===== src/rtl/gru_step_sequencer.sv =====
// One GRU recurrence step per accepted sample, with five micro-ops time-shared
// onto an external multiply-accumulate + activation unit. Holds h and gate weights.
//
// state  | meaning
// IDLE   | accept a sample or a config write
// ISSUE  | present op k to the shared unit for one cycle
// WAIT   | wait for the unit result of op k
// OUTPUT | present the new h until the consumer takes it
module gru_step_sequencer #(
    parameter int DATA_WIDTH  = 8,
    parameter int FRACT_WIDTH = 5
) (
    input  logic                  clk,
    input  logic                  rst,
    input  logic                  cfg_we,
    input  logic [3:0]            cfg_addr,
    input  logic [DATA_WIDTH-1:0] cfg_data,
    output logic                  cfg_err,
    input  logic                  in_valid,
    output logic                  in_ready,
    input  logic [DATA_WIDTH-1:0] in_x,
    input  logic                  in_first,
    output logic                  op_valid,
    output logic [DATA_WIDTH-1:0] op_a,
    output logic [DATA_WIDTH-1:0] op_wa,
    output logic [DATA_WIDTH-1:0] op_b,
    output logic [DATA_WIDTH-1:0] op_wb,
    output logic [DATA_WIDTH-1:0] op_bias,
    output logic [1:0]            op_act,
    input  logic                  res_valid,
    input  logic [DATA_WIDTH-1:0] res_data,
    output logic                  out_valid,
    input  logic                  out_ready,
    output logic [DATA_WIDTH-1:0] out_h,
    output logic                  busy
);

    typedef enum logic [1:0] {
        S_IDLE   = 2'd0,
        S_ISSUE  = 2'd1,
        S_WAIT   = 2'd2,
        S_OUTPUT = 2'd3
    } state_t;

    localparam logic [1:0] ACT_NONE = 2'd0;
    localparam logic [1:0] ACT_SIG  = 2'd1;
    localparam logic [1:0] ACT_TANH = 2'd2;
    localparam logic [DATA_WIDTH-1:0] ONE = DATA_WIDTH'(1) << FRACT_WIDTH;

    state_t state_q, state_d;
    logic [2:0] k_q, k_d;

    logic [DATA_WIDTH-1:0] wz_q, wr_q, wh_q, uz_q, ur_q, uh_q, bz_q, br_q, bh_q;
    logic [DATA_WIDTH-1:0] x_q, h_q, zt_q, rt_q, ht0_q, ht_q;
    logic [DATA_WIDTH-1:0] op_a_q, op_wa_q, op_b_q, op_wb_q, op_bias_q;
    logic [1:0]            op_act_q;
    logic                  cfg_err_q;

    logic [DATA_WIDTH-1:0] mux_a, mux_wa, mux_b, mux_wb, mux_bias, om;
    logic [1:0]            mux_act;

    // Wrap-around on purpose: the shared unit sees the raw two's-complement difference.
    assign om = ONE - zt_q;

    always_comb begin
        mux_a    = '0;
        mux_wa   = '0;
        mux_b    = '0;
        mux_wb   = '0;
        mux_bias = '0;
        mux_act  = ACT_NONE;
        case (k_q)
            3'd0: begin
                mux_a = x_q;  mux_wa = wz_q; mux_b = h_q; mux_wb = uz_q;
                mux_bias = bz_q; mux_act = ACT_SIG;
            end
            3'd1: begin
                mux_a = x_q;  mux_wa = wr_q; mux_b = h_q; mux_wb = ur_q;
                mux_bias = br_q; mux_act = ACT_SIG;
            end
            3'd2: begin
                mux_a = rt_q; mux_wa = h_q;  mux_bias = bh_q;
            end
            3'd3: begin
                mux_a = x_q;  mux_wa = wh_q; mux_b = ht0_q; mux_wb = uh_q;
                mux_act = ACT_TANH;
            end
            3'd4: begin
                mux_a = om;   mux_wa = h_q;  mux_b = zt_q; mux_wb = ht_q;
            end
            default: ;
        endcase
    end

    always_comb begin
        state_d = state_q;
        k_d     = k_q;
        case (state_q)
            S_IDLE: begin
                if (in_valid) begin
                    state_d = S_ISSUE;
                    k_d     = 3'd0;
                end
            end
            S_ISSUE: state_d = S_WAIT;
            S_WAIT: begin
                if (res_valid) begin
                    if (k_q == 3'd4) begin
                        state_d = S_OUTPUT;
                    end else begin
                        k_d     = k_q + 3'd1;
                        state_d = S_ISSUE;
                    end
                end
            end
            S_OUTPUT: begin
                if (out_ready) state_d = S_IDLE;
            end
            default: state_d = S_IDLE;
        endcase
    end

    always_ff @(posedge clk) begin
        if (rst) begin
            state_q   <= S_IDLE;
            k_q       <= '0;
            wz_q <= '0; wr_q <= '0; wh_q <= '0;
            uz_q <= '0; ur_q <= '0; uh_q <= '0;
            bz_q <= '0; br_q <= '0; bh_q <= '0;
            x_q <= '0; h_q <= '0; zt_q <= '0; rt_q <= '0; ht0_q <= '0; ht_q <= '0;
            op_a_q <= '0; op_wa_q <= '0; op_b_q <= '0; op_wb_q <= '0; op_bias_q <= '0;
            op_act_q  <= ACT_NONE;
            cfg_err_q <= 1'b0;
        end else begin
            state_q   <= state_d;
            k_q       <= k_d;
            cfg_err_q <= cfg_we && ((state_q != S_IDLE) || (cfg_addr >= 4'd9));

            // A write coinciding with sample acceptance lands before the first ISSUE.
            if (cfg_we && state_q == S_IDLE) begin
                case (cfg_addr)
                    4'd0: wz_q <= cfg_data;
                    4'd1: wr_q <= cfg_data;
                    4'd2: wh_q <= cfg_data;
                    4'd3: uz_q <= cfg_data;
                    4'd4: ur_q <= cfg_data;
                    4'd5: uh_q <= cfg_data;
                    4'd6: bz_q <= cfg_data;
                    4'd7: br_q <= cfg_data;
                    4'd8: bh_q <= cfg_data;
                    default: ;
                endcase
            end

            if (state_q == S_IDLE && in_valid) begin
                x_q <= in_x;
                if (in_first) h_q <= '0;
            end

            if (state_q == S_ISSUE) begin
                op_a_q    <= mux_a;
                op_wa_q   <= mux_wa;
                op_b_q    <= mux_b;
                op_wb_q   <= mux_wb;
                op_bias_q <= mux_bias;
                op_act_q  <= mux_act;
            end

            if (state_q == S_WAIT && res_valid) begin
                case (k_q)
                    3'd0: zt_q  <= res_data;
                    3'd1: rt_q  <= res_data;
                    3'd2: ht0_q <= res_data;
                    3'd3: ht_q  <= res_data;
                    3'd4: h_q   <= res_data;
                    default: ;
                endcase
            end
        end
    end

    // Operands come straight from the mux during ISSUE, then hold until the next ISSUE.
    assign op_valid  = (state_q == S_ISSUE);
    assign op_a      = op_valid ? mux_a    : op_a_q;
    assign op_wa     = op_valid ? mux_wa   : op_wa_q;
    assign op_b      = op_valid ? mux_b    : op_b_q;
    assign op_wb     = op_valid ? mux_wb   : op_wb_q;
    assign op_bias   = op_valid ? mux_bias : op_bias_q;
    assign op_act    = op_valid ? mux_act  : op_act_q;

    assign in_ready  = (state_q == S_IDLE);
    assign busy      = (state_q != S_IDLE);
    assign out_valid = (state_q == S_OUTPUT);
    assign out_h     = h_q;
    assign cfg_err   = cfg_err_q;

endmodule


===== config.mk =====
export PLATFORM = sky130hd
export DESIGN_NAME = gru_step_sequencer
export DESIGN_NICKNAME = d
export VERILOG_FILES = /design/src/rtl/gru_step_sequencer.sv
export SDC_FILE = /design/constraint.sdc
export NUM_CORES = 1
export LEC_CHECK = 0
export ABC_AREA = 1
export CAP_MARGIN = 20
export CORE_MARGIN = 2
export CORE_UTILIZATION = 25
export CTS_CLUSTER_SIZE = 16
export DETAILED_ROUTE_END_ITERATION = 16
export SLEW_MARGIN = 5
export SYNTH_ARGS = -nofsm -noshare
export SYNTH_HDL_FRONTEND = slang
export SYNTH_SLANG_ARGS = --single-unit

===== constraint.sdc =====
create_clock -name clk -period 4.5 [get_ports clk]
set_input_delay 1.125 -clock clk [delete_from_list [all_inputs] [get_ports clk]]
set_output_delay 1.125 -clock clk [all_outputs]
set_load 0.005 [all_outputs]

# [Word-level counts from Yosys, hierarchy flattened]
# Index checks and enable logic that the tools add are counted.
[totals] regBits=168 latchBits=0 ramBits=0 mem_bits_ro=0 in_bits=35 out_inout_bits=55 elab_cells=99 memories=0
[op_classes] addsub=2 n_mul=0 n_div=0 order_cmp=1 n_eq_ne=19 n_shift=0 muxes=25 bitwise=0 reduce_logical=28
[ops] operator="8-bit 2-to-1 mux" n=9
[ops] operator="8-bit case mux with 3 select lines" n=3
[ops] operator="8-bit case mux with 4 select lines" n=2
[ops] operator="2-bit AND reduction" n=13
[ops] operator="4-bit by 3-bit equality test with 1-bit output, second input constant" n=4
[ops] operator="2-bit 2-to-1 mux" n=5
[ops] operator="3-bit 2-to-1 mux" n=3
[ops] operator="4-bit by 2-bit equality test with 1-bit output, second input constant" n=2
[ops] operator="2-bit case mux with 4 select lines" n=1
[ops] operator="6-bit by 8-bit subtractor with 8-bit output, first input constant" n=1
[ops] operator="3-bit by 2-bit equality test with 1-bit output, second input constant" n=2
[ops] operator="2-bit != test, second input constant" n=3
[ops] operator="3-bit case mux with 2 select lines" n=1
[ops] operator="2-bit equality test, second input constant" n=2
[ops] operator="4-bit by 1-bit equality test with 1-bit output, second input constant" n=1
[ops] operator="4-bit equality test, second input constant" n=1
[ops] operator="4-bit greater-or-equal comparator, second input constant" n=1
[ops] operator="1-bit logical AND" n=4
[ops] operator="4-bit zero test" n=1
[ops] operator="2-bit case mux with 2 select lines" n=1
[ops] operator="4-bit AND reduction" n=1
[ops] operator="2-bit nonzero test" n=2
[ops] operator="2-bit OR reduction" n=2
[ops] operator="3-bit by 1-bit adder with 3-bit output, second input constant" n=1
[ops] operator="9 further kinds" n=9

# [Logic depth before layout (Yosys ltp)]
[logic_depth] word_depth=5 mapped_depth=11 depth_no_buf=10

# [Worst setup path after synthesis]
# Ideal clock, no wire load.
[synth_timing] kind="register to output" start="register k_q[0]" end="output op_wa[0]" arrival_ps=1500 t_required_ps=3375 slack_ps=1875 path_stages_with_launch=10 path_buffers=1 cell_sequence="dfxtp_1 -> inv_1 -> ha_1 -> nand2_1 -> clkbuf_1 -> nand2_1 -> nand2_1 -> nand4_1 -> nand2_1 -> nand2_1"
[synth_via] elab_chain_cells=4 word_cells_on_any_way=8 classes_between="eq/ne: 4; mux: 2; reduce/logical: 2"
[synth_lines] element="start, declared" line="51" rtl="logic [2:0] k_q, k_d;"
[synth_lines] element="start signal, assigned" line="136" rtl="k_q <= k_d;"
[synth_lines] element="3-bit equality test / 3-bit by 2-bit equality test with 1-bit output (equally long branches)" line="72" rtl="case (k_q)"
[synth_lines] element="2-bit OR reduction (no source line)"
[synth_lines] element="8-bit case mux with 4 select lines (*)" line="72"
[synth_lines] element="8-bit 2-to-1 mux (*)"
[synth_lines] element="end, declared" line="25" rtl="output logic [DATA_WIDTH-1:0] op_wa,"
# Mark *: on every way between the ends. The rest lies on a longest branch, timed or not.

# [Worst setup path after layout]
[layout_timing] start="register k_q[0]" end="output op_wa[2]"
# Same word-level chain as after synthesis.

==> summary.txt <==
Worst hold path
  • Worst min-delay path category: reg -> reg
  • Hold depth: 2
  • Min-delay src: ht_q[0]
  • Worst hold path endpoint: ht_q[0]

Global routing
  • Antenna violations before repair: 0
  • First-pass GRT wire length: approximately 34000 um
  • Vias in the first global route: 6068
  • Largest net degree at the start of global routing: 90
  • Total Routing Usage GR: approximately 15%
  • Overflow after GRT: 0

Place
  • Pre-CTS setup slack: roughly 0.87 ns
  • HPWL after DPL: 15100 um
  • IO buf count: slightly below 90
  • Cell total after placement: ~1.4k
  • Gpl congestion: between 0.8 and 0.9

Clock network
  • Cts repair resizes: 0
  • CTS clock-pin slew for the worst setup and hold paths: 0.07 ns
  • Clk sinks: 168
  • Clock Root Buffer: clkbuf_16
  • CTS Buf Count: 17
  • CTS H-tree depth: 4
  • Skew-Pair Late Insertion Delay: roughly 0.44 ns
  • CTS Buffer Depth: 2
  • CTS tree: yes
  • # Post-CTS Setup Buffers: 0
  • Cts hold-fix bufs: 0

Power
  • Clock power frac: ~43%
  • Sequential share of power: between 40 and 50%
  • Peak VDD IR: 0.000276 V
  • Combinational power share: a little under an eighth
  • Sw Share: ~28%
  • Leak: roughly 3.5 nW
  • Int Pwr: 2.45 mW
  • Power Dens Cells: 387 mW/mm2
  • Sw Pwr: 960 uW

STA
  • Fin crit period: 4.11 ns
  • Count of final setup violators: 0
  • Worst-Margin Slew: between 0.9 and 1 ns
  • Fmax: around 240 MHz
  • Fin Setup TNS: 0 ns
  • Final worst setup slack: 0.394 ns
  • Pins Over Slew Limit: 0
  • Final hold viol count: 0
  • RSZ-0062 raised after global routing: no
  • Slew margin rel.: ~40%
  • Final period util: between 90% and 100%
  • Clock Skew: 0.0112 ns

Outcome
  • Status: finished, final reports clean

Critical path
  • Reg2Reg Setup Slack: about 2.1 ns
  • Worst path max stage delay: between 0.6 and 0.7 ns
  • CP startpoint kind: flop
  • Crit end category: primary output
  • Crit path kind: reg -> out
  • CP required: roughly 3.4 ns
  • Reg2reg end: out_h[6]
  • Critical path buffers and inverters: 2
  • RR Startpoint: k_q[0]
  • CP max stage cell: nand2_1
  • Crit path top cell by count: nand2_1
  • Crit-path cells: inv_1 > ha_1 > nand2_1 > nand2_1 > nand2_1 > nand4_1 > nand2_1 > nand2_1 > clkdlybuf4s50_1
  • Worst EP arrival: 2.98 ns
  • FF-to-FF path depth: 7
  • Crit path max-delay family: simple AND/OR/NAND/NOR gates
  • Worst Path Max Fanout: 22

Floorplanning
  • Num ports: 90
  • Die area: 0.0293 mm2
  • FP Rows: 61
  • Starting density of the core: roughly 25%
  • Die Span Y: around 170 um
  • Width of the chip: around 170 um
  • Core Footprint: 0.0276 mm2

Yosys
  • Area contributors post-synth: dfxtp_1 (48%), nand2_1 (15%), a21oi_1 (9.8%)
  • Post-synth top flop: dfxtp_1
  • Mean post-synth cell area: a little over 7 um2
  • Sequential share of the synthesized area: about half
  • Synthesized Nets: about 1.0k
  • Ys async rst share: 0%
  • Synth Cell Area: roughly 0.007 mm2
  • Number of synthesized register bits: ~170
  • Cell count after synthesis: between 900 and 1k
  • Synth area leader: dfxtp_1
  • Synthesis warning total: 0
  • Netlist cell types: 30
  • Post-synth EDFFs: 0
  • Post-synth top area share: between 40 and 50%

Finish
  • Layout cell share with drive strength beyond 1: under 10%
  • Filler instances: roughly 3k
  • Synthesis-to-finish area growth: 25.8%
  • Post-layout net count: 1077
  • Non-filler cells, final: ~1.4k
  • N_diodes: 0

Detailed routing
  • First drt pass iteration count: 8
  • DRC: 0
  • Iteration-0 DRC Markers: about 400
  • Drt via density: between 4 and 5
  • Routed Antenna Nets: 0
  • Final WL: 21400 um
  • Drt wl/cell: about 15 um
  • Vias: approximately 6.5k

Run
  • Number of max-cap violations: 0
[cell usage after synthesis, types with 4 or more instances]
| cell type | instances |
|---|---|
| dfxtp_1 | 168 |
| clkinv_1 | 9 |
| nand2_1 | 285 |
| ha_1 | 6 |
| inv_1 | 38 |
| nor2_1 | 74 |
| inv_2 | 6 |
| o211ai_1 | 6 |
| nand4_1 | 10 |
| a211oi_1 | 9 |
| o21ai_1 | 4 |
| clkbuf_1 | 28 |
| a21oi_1 | 137 |
| nand3_1 | 21 |
| buf_2 | 14 |
| o21ai_0 | 127 |
[power by group through the flow]
| stage | clock (mW) | combinational [mW] | sequential, mW |
|---|---|---|---|
| 2_1_floorplan | 0 | 0.225 | 1.58 |
| 5_1_grt | 1.55 | 0.436 | 1.56 |
| 4_1_cts | 1.49 | 0.396 | 1.55 |
| 6_report | 1.46 | 0.393 | 1.55 |
| 3_5_place_dp | 0 | 0.394 | 1.58 |
| 3_3_place_gp | 0 | 0.395 | 1.58 |
[layout by cell type, fill, tap and decap left out, types with 4 or more instances in the layout]
master,count
o21ai_1,4
inv_6,7
nand2_1,285
a21oi_1,137
o21ai_0,127
buf_4,9
clkbuf_16,17
nor2_1,74
clkdlybuf4s50_1,88
clkinv_1,9
nand3_1,21
o211ai_1,6
inv_1,37
inv_2,6
nand4_1,10
dfxtp_1,168
ha_1,6
a211oi_1,9
[worst max-delay path by stage]
stage | start | end | slack, ns | depth (start not counted)
after detailed placement | k_q[0] | op_wa[2] | 0.87 | 9
after global placement | k_q[0] | op_wa[1] | 0.96 | 9
after global routing | k_q[0] | op_wa[5] | 0.12 | 9
after floorplan | k_q[0] | op_wa[0] | 1.88 | 9
final | k_q[0] | op_wa[2] | 0.39 | 9
after CTS | k_q[0] | op_wa[2] | 0.40 | 9
[layout make-up]
type	instances	area, um2	share of cell area (%)
Clock inverter	14	155	1.76
Tap cell	378	473	5.38
Inverter	53	200	2.28
Sequential cell	168	3360	38.2
Multi-Input combinational cell	698	3230	36.7
Timing Repair Buffer	98	953	10.8
Clock buffer	17	425	4.84
[per-stage QoR]
step	util, %	hold WS, ns	cell area (um2)	power (mW)
CTS	31.8	0.458	8800	3.44
detailed placement	29.7	0.448	8220	1.98
global placement	29.7	0.446	8220	1.98
finish	31.8	0.456	8800	3.41
floorplan	-	0.425	6990	1.80
global route	31.8	0.485	8800	3.54
[worst register-to-register path, delay by kind of cell, from the launching register on]
kind,cells,cell delay (ns)
compound gates,2,0.36
simple gates,3,1.19
fa+ha+maj,1,0.21
flops,1,0.35
buf+inv,1,0.13
[per-layer routing]
layer  global-route usage [%]  vias to the layer above  part of all wire [%]
met3                     3.22                       28                   4.0
met5                        0                        -                     0
met4                     3.68                        0                   1.7
met2                     25.5                      129                    48
met1                     19.2                     3007                    46
li1                         -                     3337                     -
[cell families after synthesis]
group / share of synthesized area, %
simple gates: 23.6
compound gates: 21.5
flops: 48.1
buf+inv: 5.73
fa+ha+maj: 1.07
(Power assumes the default switching activity.)
